`src/rtl/multi_cycle_ctrl.sv`:
```
// Multi-cycle instruction sequencer: fetches 16-bit words, walks register read,
// ALU execute and write-back phases, and resolves Z/C conditional branches.
module multi_cycle_ctrl #(
    parameter logic [15:0] RESET_PC = 16'h0000,
    parameter int unsigned TIMEOUT  = 15,
    localparam int unsigned PC_W    = 16,
    localparam int unsigned IR_W    = 16,
    localparam int unsigned SEL_W   = 3,
    localparam int unsigned ST_W    = 4
) (
    input  logic             clk,
    input  logic             rst,
    input  logic [IR_W-1:0]  mem_data,
    input  logic             mem_ready,
    input  logic             C,
    input  logic             V,
    input  logic             S,
    input  logic             Z,
    output logic [PC_W-1:0]  pc,
    output logic             mem_rd,
    output logic [SEL_W-1:0] pa,
    output logic             rdr,
    output logic [SEL_W-1:0] wp,
    output logic             wrr,
    output logic [SEL_W-1:0] fsel,
    output logic             x_ld,
    output logic             y_ld,
    output logic             z_ld,
    output logic             halted,
    output logic             err,
    output logic [ST_W-1:0]  state
);

    localparam int unsigned WAIT_W = (TIMEOUT > 1) ? $clog2(TIMEOUT) : 1;
    localparam int unsigned OFF_W  = 9;
    localparam int unsigned FLG_W  = 4;

    typedef enum logic [ST_W-1:0] {
        ST_FETCH  = 4'd0,
        ST_DECODE = 4'd1,
        ST_RDA    = 4'd2,
        ST_RDB    = 4'd3,
        ST_EXEC   = 4'd4,
        ST_WB     = 4'd5,
        ST_BR     = 4'd6,
        ST_HALT   = 4'd7,
        ST_ERR    = 4'd8
    } state_e;

    localparam logic [3:0] OP_NEG  = 4'b0100;
    localparam logic [3:0] OP_MOV  = 4'b0110;
    localparam logic [3:0] OP_BZ   = 4'b1000;
    localparam logic [3:0] OP_BC   = 4'b1001;
    localparam logic [3:0] OP_HALT = 4'b1111;

    state_e             state_q, state_d;
    logic [PC_W-1:0]    pc_q, pc_d;
    logic [IR_W-1:0]    ir_q, ir_d;
    logic [FLG_W-1:0]   flags_q, flags_d;
    logic [WAIT_W-1:0]  wait_q, wait_d;
    logic               err_q, err_d;

    logic               mem_rd_q, mem_rd_d;
    logic [SEL_W-1:0]   pa_q, pa_d;
    logic               rdr_q, rdr_d;
    logic [SEL_W-1:0]   wp_q, wp_d;
    logic               wrr_q, wrr_d;
    logic [SEL_W-1:0]   fsel_q, fsel_d;
    logic               x_ld_q, x_ld_d;
    logic               y_ld_q, y_ld_d;
    logic               z_ld_q, z_ld_d;
    logic               halted_q, halted_d;

    logic [3:0]         op;
    logic [SEL_W-1:0]   rd, rs1, rs2;
    logic [OFF_W-1:0]   off;
    logic               is_bin, is_un, is_br, is_halt, br_taken;
    logic               unused_vs;

    // Instruction field decode from the latched instruction register
    always_comb begin
        op       = ir_q[15:12];
        rd       = ir_q[11:9];
        rs1      = ir_q[8:6];
        rs2      = ir_q[5:3];
        off      = ir_q[8:0];
        is_bin   = (op[3:2] == 2'b00);
        is_un    = (op == OP_NEG) || (op == OP_MOV);
        is_br    = (op == OP_BZ) || (op == OP_BC);
        is_halt  = (op == OP_HALT);
        br_taken = ((op == OP_BZ) && flags_q[0]) || ((op == OP_BC) && flags_q[3]);
    end

    // V and S are captured for completeness but no branch consumes them
    assign unused_vs = flags_q[2] ^ flags_q[1];

    // Next-state, datapath registers and registered strobe decode
    always_comb begin
        state_d = state_q;
        pc_d    = pc_q;
        ir_d    = ir_q;
        flags_d = flags_q;
        wait_d  = '0;
        err_d   = err_q;

        unique case (state_q)
            ST_FETCH: begin
                if (mem_ready) begin
                    ir_d    = mem_data;
                    pc_d    = pc_q + PC_W'(1);
                    state_d = ST_DECODE;
                end else if (wait_q == WAIT_W'(TIMEOUT - 1)) begin
                    state_d = ST_ERR;
                    err_d   = 1'b1;
                end else begin
                    wait_d = wait_q + WAIT_W'(1);
                end
            end
            ST_DECODE: begin
                if (is_bin || is_un) begin
                    state_d = ST_RDA;
                end else if (is_br) begin
                    state_d = ST_BR;
                end else if (is_halt) begin
                    state_d = ST_HALT;
                end else begin
                    state_d = ST_ERR;
                    err_d   = 1'b1;
                end
            end
            ST_RDA:  state_d = is_bin ? ST_RDB : ST_EXEC;
            ST_RDB:  state_d = ST_EXEC;
            ST_EXEC: begin
                flags_d = {C, V, S, Z};
                state_d = ST_WB;
            end
            ST_WB:   state_d = ST_FETCH;
            ST_BR: begin
                if (br_taken) begin
                    pc_d = pc_q + {{(PC_W - OFF_W){off[OFF_W-1]}}, off};
                end
                state_d = ST_FETCH;
            end
            ST_HALT: state_d = ST_HALT;
            ST_ERR:  state_d = ST_ERR;
            default: begin
                state_d = ST_ERR;
                err_d   = 1'b1;
            end
        endcase

        // Strobes are decoded from the upcoming state so they register glitch-free
        mem_rd_d = (state_d == ST_FETCH);
        rdr_d    = (state_d == ST_RDA) || (state_d == ST_RDB);
        x_ld_d   = (state_d == ST_RDA);
        y_ld_d   = (state_d == ST_RDB);
        z_ld_d   = (state_d == ST_EXEC);
        wrr_d    = (state_d == ST_WB);
        halted_d = (state_d == ST_HALT);
        pa_d     = (state_d == ST_RDA) ? rs1 : ((state_d == ST_RDB) ? rs2 : '0);
        wp_d     = (state_d == ST_WB) ? rd : '0;
        fsel_d   = (state_d == ST_EXEC) ? op[2:0] : '0;
    end

    always_ff @(posedge clk) begin
        if (rst) begin
            state_q  <= ST_FETCH;
            pc_q     <= RESET_PC;
            ir_q     <= '0;
            flags_q  <= '0;
            wait_q   <= '0;
            err_q    <= 1'b0;
            mem_rd_q <= 1'b1;
            pa_q     <= '0;
            rdr_q    <= 1'b0;
            wp_q     <= '0;
            wrr_q    <= 1'b0;
            fsel_q   <= '0;
            x_ld_q   <= 1'b0;
            y_ld_q   <= 1'b0;
            z_ld_q   <= 1'b0;
            halted_q <= 1'b0;
        end else begin
            state_q  <= state_d;
            pc_q     <= pc_d;
            ir_q     <= ir_d;
            flags_q  <= flags_d;
            wait_q   <= wait_d;
            err_q    <= err_d;
            mem_rd_q <= mem_rd_d;
            pa_q     <= pa_d;
            rdr_q    <= rdr_d;
            wp_q     <= wp_d;
            wrr_q    <= wrr_d;
            fsel_q   <= fsel_d;
            x_ld_q   <= x_ld_d;
            y_ld_q   <= y_ld_d;
            z_ld_q   <= z_ld_d;
            halted_q <= halted_d;
        end
    end

    assign state  = state_q;
    assign pc     = pc_q;
    assign err    = err_q;
    assign mem_rd = mem_rd_q;
    assign pa     = pa_q;
    assign rdr    = rdr_q;
    assign wp     = wp_q;
    assign wrr    = wrr_q;
    assign fsel   = fsel_q;
    assign x_ld   = x_ld_q;
    assign y_ld   = y_ld_q;
    assign z_ld   = z_ld_q;
    assign halted = halted_q;

endmodule

```
`config.mk`:
```
export PLATFORM = sky130hd
export DESIGN_NAME = multi_cycle_ctrl
export DESIGN_NICKNAME = d
export VERILOG_FILES = /design/src/rtl/multi_cycle_ctrl.sv
export SDC_FILE = /design/constraint.sdc
export NUM_CORES = 1
export LEC_CHECK = 0
export BUFFER_PORTS_ARGS = -buffer_cell sky130_fd_sc_hd__buf_4
export CELL_PAD_IN_SITES_DETAIL_PLACEMENT = 0
export CELL_PAD_IN_SITES_GLOBAL_PLACEMENT = 1
export CORE_ASPECT_RATIO = 0.8
export CORE_MARGIN = 8
export CORE_UTILIZATION = 35
export DETAILED_ROUTE_END_ITERATION = 7
export GPL_TIMING_DRIVEN = 0
export PLACE_DENSITY_LB_ADDON = 0.1
export SYNTH_ARGS = -nofsm -noshare
export SYNTH_HDL_FRONTEND = slang
export SYNTH_SLANG_ARGS = --single-unit
```
`constraint.sdc`:
```
create_clock -name clk -period 4.9 [get_ports clk]
set_input_delay 0.98 -clock clk [delete_from_list [all_inputs] [get_ports clk]]
set_output_delay 0.98 -clock clk [all_outputs]
set_load 0.05 [all_outputs]
```
==> results of run 1 <==
-- stage by stage --
step                      instances  util, %
final                           541    44.66
after global routing            541    44.66
after CTS                       541    44.66
after detailed placement        525    42.27
after global placement          525    42.27
after floorplan                 356        -
-- power groups by stage --
stage	Clock, uW	Combinational [uW]	Sequential (uW)
detailed placement	0	388	571
global placement	0	388	570
finish	453	385	560
CTS	466	388	560
floorplan	0	192	647
global route	492	423	566
-- cells by family after synthesis --
group,after synthesis,synth area share (%)
multiplexers,3,1.053
flip-flops,59,39.76
adder cells (fa/ha/maj),18,7.835
AO/OA/AOI/OAI,84,18.24
AND/OR/NAND/NOR,160,26.87
XOR/XNOR,10,2.949
buffers and inverters,22,3.285
-- sequential cells by signal, summed over array words and instances (netlist names) --
name,count
err,1
flags_q,2
fsel,3
halted,1
ir_q,16
mem_rd,1
pa,3
pc,16
rdr,1
state,4
wait_q,4
wp,3
wrr,1
x_ld,1
y_ld,1
z_ld,1
-- cells in the final DEF, fill, tap and decap left out, drive strengths merged, types with 5 or more instances in the layout --
master,n
nand2,69
buf,68
dfxtp,59
a21oi,38
nor2,28
ha,17
and2,17
clkbuf,15
nand3,11
o21ai,11
nor3,8
xnor2,7
a21o,5
a211oi,5
inv,5
-- path summary, 6_finish.rpt --
kind | slack, ns | end | depth (start not counted) | from
setup reg to reg | 1.53 | pc[14] | 12 | state[2]
hold / removal | 0.45 | ir_q[10] | 2 | ir_q[10]
setup / recovery | 1.53 | pc[14] | 12 | state[2]
hold reg to reg | 0.45 | ir_q[10] | 2 | ir_q[10]
-- tightest hold or removal path, stage by stage, from the launching register on --
cell	delay, ns
sky130_fd_sc_hd__dfxtp_1	0.31
sky130_fd_sc_hd__nand2_1	0.05
sky130_fd_sc_hd__a21oi_1	0.05
-- synth_stat cells, types with 2 or more instances --
| master | count | area, sq um |
|---|---|---|
| sky130_fd_sc_hd__clkbuf_1 | 6 | 22.52 |
| sky130_fd_sc_hd__nor4_1 | 4 | 25.02 |
| sky130_fd_sc_hd__nand4_1 | 3 | 18.77 |
| sky130_fd_sc_hd__o21bai_1 | 2 | 15.01 |
| sky130_fd_sc_hd__nor4b_1 | 2 | 17.52 |
| sky130_fd_sc_hd__nand3_1 | 11 | 55.05 |
| sky130_fd_sc_hd__o21ai_0 | 11 | 55.05 |
| sky130_fd_sc_hd__o21a_1 | 2 | 15.01 |
| sky130_fd_sc_hd__a22oi_1 | 2 | 15.01 |
| sky130_fd_sc_hd__or3_1 | 3 | 18.77 |
| sky130_fd_sc_hd__a31oi_1 | 3 | 18.77 |
| sky130_fd_sc_hd__o211ai_1 | 2 | 15.01 |
| sky130_fd_sc_hd__nand2b_1 | 2 | 12.51 |
| sky130_fd_sc_hd__mux2i_1 | 2 | 20.02 |
| sky130_fd_sc_hd__and2_1 | 16 | 100.1 |
| sky130_fd_sc_hd__a21o_1 | 5 | 37.54 |
| sky130_fd_sc_hd__xor2_1 | 3 | 26.28 |
| sky130_fd_sc_hd__a211oi_1 | 5 | 37.54 |
| sky130_fd_sc_hd__and3_1 | 4 | 25.02 |
| sky130_fd_sc_hd__ha_1 | 17 | 212.7 |
| sky130_fd_sc_hd__nor3_1 | 8 | 40.04 |
| sky130_fd_sc_hd__buf_2 | 6 | 30.03 |
| sky130_fd_sc_hd__nor2_1 | 27 | 101.4 |
| sky130_fd_sc_hd__o31ai_1 | 2 | 15.01 |
| sky130_fd_sc_hd__a21oi_1 | 38 | 190.2 |
| sky130_fd_sc_hd__xnor2_1 | 7 | 61.31 |
| sky130_fd_sc_hd__dfxtp_1 | 59 | 1181 |
| sky130_fd_sc_hd__nand2_1 | 69 | 259.0 |
| sky130_fd_sc_hd__buf_1 | 4 | 15.01 |
| sky130_fd_sc_hd__inv_1 | 3 | 11.26 |
| sky130_fd_sc_hd__clkinv_1 | 2 | 7.510 |
-- routing by layer --
layer / track usage (%) / up-vias / part of all wire (%)
met5: 0 / - / 0
met1: 18.78 / 1189 / 50
met3: 4.729 / 8 / 6.5
met4: 4.074 / 0 / 0.92
li1: - / 1401 / -
met2: 20.35 / 74 / 42
-- layout make-up --
class	instances	area, sq um
Buffer	17	78.83
Inverter	5	18.77
Fill cell	870	4632
Timing Repair Buffer	57	427.9
Tap cell	112	140.1
Sequential cell	59	1181
Clock inverter	7	76.32
Multi-Input combinational cell	275	1692
Clock buffer	9	123.9
==> out/qor_table.md, run 1 <==
| Stage | Item | This run |
| --- | --- | --- |
| sta | Post-layout minimum cycle time | 3.373 ns |
| cells and area | Number of inserted diodes | 0 |
| worst hold path | Class of the most critical hold timing path | reg -> reg |
| detailed routing | Detailed-route wire length per cell | 14.54 um |
| power and ir drop | Share of total power in the clock network | 32.4% |
| power and ir drop | Cell internal power dissipation | 890.3 uW |
| power and ir drop | Portion of total power attributed to combinational logic | 27.6% |
| cells and area | Finished Cell Area | 3739 sq um |
| sta | Transition at the pin with the smallest max-transition slack | 0.6698 ns |
| sta | Final number of max-transition violations | 0 |
| floorplan | Die Y-Extent | 98.40 um |
| clock tree | Number of post-CTS setup repair buffers | 0 |
| clock tree | TritonCTS clock tree | built |
| sta | Clock skew after layout | 0.01094 ns |
| global route | Via count of the first global-routing pass | 2675 |
| clock tree | Post-CTS resize count | 0 |
| clock tree | H-tree depth | 3 |
| floorplan | Die Wd | 119.0 um |
| logic synthesis | Sequential area share after synthesis | 39.76% |
| cells and area | Number of nets at the end of the flow | 465 |
| job | MaxCap Viol Count | 0 |
| detailed routing | Count of unresolved DRC violations after routing | 0 |
| floorplan | Core outline area | 8371 sq um |
| critical path | Crit path buf inv count | 2 |
| clock tree | Post-CTS Hold Fix Bufs | 0 |
| logic synthesis | Post-synthesis cell count | 356 |
| critical path | Cell family contributing the most delay on the critical path | compound AO/OA/AOI/OAI gates |
| global route | Pin count of the biggest net entering global routing | 13 |
| power and ir drop | Register share of total power | 40.0% |
| critical path | Critical path cell sequence | buf_2 > nor4bb_1 > buf_2 > nand2b_1 > ha_1 > fa_1 > a21o_1 > a211oi_1 > o21a_1 > o21ai_0 > a311o_1 > o211ai_1 |
| critical path | Critical-path top delay cell | sky130_fd_sc_hd__fa_1 |
| run status | Result of the run | finished clean |
| critical path | Path type of the worst setup path | reg -> reg |
| floorplan | Die Area | 11710 sq um |
| detailed routing | Overall via count from detail_route | 2672 |
| clock tree | Max clock buf depth | 2 |
| sta | Setup slack after layout | 1.527 ns |
| sta | Hold violation total from the final report | 0 |
| global route | Leftover overflow at the end of global routing | 0 |
| sta | Max_slew headroom | 54.87% |
| logic synthesis | Cell area after technology mapping | 2970 sq um |
| logic synthesis | Share of flip-flops with an asynchronous set or reset | 0% |
| floorplan | Std-Cell Rows | 30 |
| critical path | Startpoint class of the critical path | flop |
| power and ir drop | Leakage Power | 0.001616 uW |
| floorplan | Top-level I/O count | 60 |
| clock tree | Clock Sinks | 59 |
| sta | RSZ-0062 raised after global routing | no |
| logic synthesis | Number of synthesized flops with an enable pin | 0 |
| power and ir drop | Switch share | 36.34% |
| sta | Share of the cycle needed by the critical path after routing | 68.84% |
| detailed routing | Detailed Routing Iterations Pass 1 | 4 |
| clock tree | Clock transition at the registers of the reported paths | 0.08 ns |
| critical path | Most used cell, CP | sky130_fd_sc_hd__buf_2 |
| clock tree | Number of buffers added by the clock tree synthesis step | 9 |
| logic synthesis | Main flop type after synthesis | sky130_fd_sc_hd__dfxtp_1 |
| detailed routing | Average vias per placed instance | 4.939 |
| place | Pre-CTS worst setup slack | 1.584 ns |
| global route | First-pass GRT wire length | 13200 um |
| logic synthesis | Seq cells post-synth | 59 |
| logic synthesis | Total of warnings raised by yosys | 0 |
| power and ir drop | Overall Power | 1399 uW |
| power and ir drop | Worst vdd ir | 0.2083 mV |
| power and ir drop | Power per standard cell area | 374.1 nW/um^2 |
| logic synthesis | Average cell area after synthesis | 8.344 sq um |
| logic synthesis | Number of distinct library cell variants in the gate-level netlist after synthesis | 57 |
| global route | Total GRT Usage | 13.92% |
| floorplan | Starting Density | 35.49% |
| place | Routability congestion estimate | 0.7928 |
| global route | Number of antenna violations at the first check in global routing | 0 |
| detailed routing | Number of DRC violations after detailed-routing iteration 0 | 133 |
| place | Post-DP HPWL | 5972 um |
| sta | Worst Hold Slack | 0.4505 ns |
| clock tree | Clock root cell | sky130_fd_sc_hd__clkbuf_8 |
| detailed routing | Routed wire length | 7866 um |
| critical path | Critical path arrival | 3.64 ns |
| place | Placed standard-cell area | 3538 sq um |
| sta | Setup tns final | 0 ns |
| sta | Fmax achieved | 296.5 MHz |
| power and ir drop | Sw Pwr | 508.2 uW |
| critical path | CP Capture Type | flop |
| detailed routing | Post-detailed-route count of antenna-violating nets | 0 |
| clock tree | Clock network latency to the later pin of the worst-skew pair | 0.34 ns |
| cells and area | Ratio of cells with drive above 1 in the final layout | 20.51% |
| critical path | Maximum fanout along the worst path | 10 |
| cells and area | Area Growth Syn to Fin | 25.86% |
| critical path | Required time of the critical path | 5.17 ns |
| critical path | Slowest cell delay on critical path | 0.42 ns |
| place | Number of port buffers | 57 |
| sta | Count of final setup violators | 0 |
| logic synthesis | Syn_nets | 397 |
Power figures use the tool's default switching activity.
==> run 2: changes to the inputs <==
- clock period: 4.9 -> 3.26 ns (I/O delays scaled with it)
==> out/qor_table.md, run 2 (same netlist as run 1, synthesis figures left out) <==
| Stage | Item | This run | vs previous |
| --- | --- | --- | --- |
| cells and area | Ratio of cells with drive above 1 in the final layout | 21.68% | +1.2 points |
| place | Pre-CTS worst setup slack | -0.09485 ns | -1.678 ns |
| clock tree | Clock Sinks | 59 | unchanged |
| power and ir drop | Power per standard cell area | 546.9 nW/um^2 | +46% |
| detailed routing | Routed wire length | 8099 um | +3.0% |
| detailed routing | Count of unresolved DRC violations after routing | 0 | unchanged |
| cells and area | Number of nets at the end of the flow | 465 | unchanged |
| global route | First-pass GRT wire length | 13500 um | +2.3% |
| critical path | CP Capture Type | flop |  |
| cells and area | Layout filler cell count | 867 | -0.34% |
| global route | Total GRT Usage | 14.30% | +0.38 points |
| sta | Hold violation total from the final report | 0 | unchanged |
| clock tree | Clock network latency to the later pin of the worst-skew pair | 0.35 ns | about the same |
| cells and area | Commonest cells after routing, fill and taps aside | 69 x sky130_fd_sc_hd__nand2_1, 58 x sky130_fd_sc_hd__buf_4, 58 x sky130_fd_sc_hd__dfxtp_1 |  |
| sta | Transition at the pin with the smallest max-transition slack | 0.7080 ns | +0.03816 ns |
| cells and area | Combined area of the multi-input logic cells | 1707 sq um | +0.89% |
| clock tree | Max clock buf depth | 2 | unchanged |
| floorplan | Std-Cell Rows | 30 | unchanged |
| worst hold path | Class of the most critical hold timing path | reg -> reg |  |
| sta | Final number of max-transition violations | 0 | unchanged |
| power and ir drop | Leakage Power | 0.001596 uW | -1.2% |
| global route | Pin count of the biggest net entering global routing | 14 | +1 |
| detailed routing | Number of DRC violations after detailed-routing iteration 0 | 134 | +0.75% |
| cells and area | Layout Cells excl Fill | 541 | unchanged |
| place | Post-DP HPWL | 6080 um | +1.8% |
| sta | Post-layout minimum cycle time | 3.056 ns | -0.3174 ns |
| sta | Setup slack after layout | 0.2043 ns | -1.323 ns |
| detailed routing | Detailed-route wire length per cell | 14.97 um | +3.0% |
| place | Number of port buffers | 57 | unchanged |
| cells and area | Most common cell after layout, fill and taps aside | sky130_fd_sc_hd__nand2_1 |  |
| floorplan | Die Area | 11710 sq um | unchanged |
| floorplan | Die Wd | 119.0 um | unchanged |
| sta | Clock skew after layout | 0.01146 ns | +0.0005201 ns |
| critical path | Critical path arrival | 3.32 ns | -0.32 ns |
| critical path | Path type of the worst setup path | reg -> reg |  |
| global route | Number of antenna violations at the first check in global routing | 0 | unchanged |
| place | Placed Cells incl. Taps | 525 | unchanged |
| sta | Max_slew headroom | 52.58% | -2.3 points |
| detailed routing | Detailed Routing Iterations Pass 1 | 4 | unchanged |
| critical path | Maximum fanout along the worst path | 10 | unchanged |
| cells and area | Register area | 1182 sq um | +0.11% |
| global route | Leftover overflow at the end of global routing | 0 | unchanged |
| detailed routing | Post-detailed-route count of antenna-violating nets | 0 | unchanged |
| critical path | Startpoint class of the critical path | flop |  |
| detailed routing | Overall via count from detail_route | 2718 | +1.7% |
| detailed routing | Average vias per placed instance | 5.024 | +1.7% |
| sta | Count of final setup violators | 0 | unchanged |
| floorplan | Die Y-Extent | 98.40 um | unchanged |
| global route | Via count of the first global-routing pass | 2656 | -0.71% |
| clock tree | Clock root cell | sky130_fd_sc_hd__clkbuf_8 |  |
| floorplan | Top-level I/O count | 60 | unchanged |
| run status | Result of the run | finished clean |  |
| place | Routability congestion estimate | 0.8109 | +2.3% |
| floorplan | Core outline area | 8371 sq um | unchanged |
| clock tree | Clock transition at the registers of the reported paths | 0.08 ns | about the same |
| floorplan | Starting Density | 35.49% | unchanged |
| job | MaxCap Viol Count | 0 | unchanged |
| cells and area | Number of inserted diodes | 0 | unchanged |
| sta | Share of the cycle needed by the critical path after routing | 93.73% | +25 points |
| cells and area | Area Growth Syn to Fin | 25.99% |  |
| power and ir drop | Worst vdd ir | 0.3530 mV | +69% |
| clock tree | H-tree depth | 3 | unchanged |
| sta | Fmax achieved | 327.3 MHz | +10% |
| clock tree | Number of buffers added by the clock tree synthesis step | 9 | unchanged |
| critical path | Required time of the critical path | 3.52 ns | -1.65 ns |
| clock tree | TritonCTS clock tree | built |  |
## run 2: routing by layer
layer  vias up  share of wire, %  GRT usage [%]
met5         -                 0              0
met4         0               1.1          4.365
met3         8               6.4          4.844
met2        79                43          20.91
met1      1228                50          19.25
li1       1403                 -              -
## run 2: timing repair
| item | in CTS | in global routing |
|---|---|---|
| endpoints found under the hold margin | 0 | 0 |
| buffers inserted | 0 | 0 |
| setup endpoints to repair | 3 | 4 |
| hold buffers | 0 | 0 |
| pin swaps | 0 | 1 |
| resized for setup | 2 | 4 |
## run 2: path summary, 6_finish.rpt
| path | from | endpoint | slack (ns) | depth (start not counted) |
|---|---|---|---|---|
| max | state[2] | pc[14] | 0.20 | 12 |
| min | ir_q[10] | ir_q[10] | 0.45 | 2 |
| max reg2reg | state[2] | pc[14] | 0.20 | 12 |
| min reg2reg | ir_q[10] | ir_q[10] | 0.45 | 2 |
## run 2: critical path, stage by stage (launching register included)
cell and delay, ns:
sky130_fd_sc_hd__dfxtp_2 0.33, sky130_fd_sc_hd__buf_2 0.18, sky130_fd_sc_hd__nor4bb_2 0.32, sky130_fd_sc_hd__buf_4 0.20, sky130_fd_sc_hd__nand2b_1 0.06, sky130_fd_sc_hd__ha_1 0.21
sky130_fd_sc_hd__fa_1 0.41, sky130_fd_sc_hd__a21o_1 0.21, sky130_fd_sc_hd__a211oi_2 0.28, sky130_fd_sc_hd__o21a_1 0.22, sky130_fd_sc_hd__o21ai_2 0.13, sky130_fd_sc_hd__a311o_1 0.33
sky130_fd_sc_hd__o211ai_1 0.09
## run 2: power by group
group	internal [uW]	total, uW	switching [uW]
clock	285	618	333
sequential	787	842	55.0
combinational	195	586	391
## run 2: final cells by class
type | instances | share of cell area (%)
timing repair buffer | 57 | 11.43
clock buffer | 9 | 3.310
inverter | 5 | 0.6018
multi-input combinational | 275 | 45.60
sequential | 59 | 31.59
buffer | 17 | 2.173
clock inverter | 7 | 1.538
tap | 112 | 3.745
## run 2: metrics by stage
step | utilization, % | TNS, ns | total power [uW] | instance area [sq um] | hold WS, ns
finish | 44.71 | 0 | 2047 | 3742 | 0.4533
global route | 44.71 | -0.01477 | 2167 | 3742 | 0.4753
CTS | 44.51 | 0 | 2072 | 3726 | 0.4569
detailed placement | 42.29 | -0.2336 | 1445 | 3540 | 0.4417
global placement | 42.29 | -0.2776 | 1441 | 3540 | 0.4399
floorplan | - | 0 | 1262 | 2972 | 0.4296
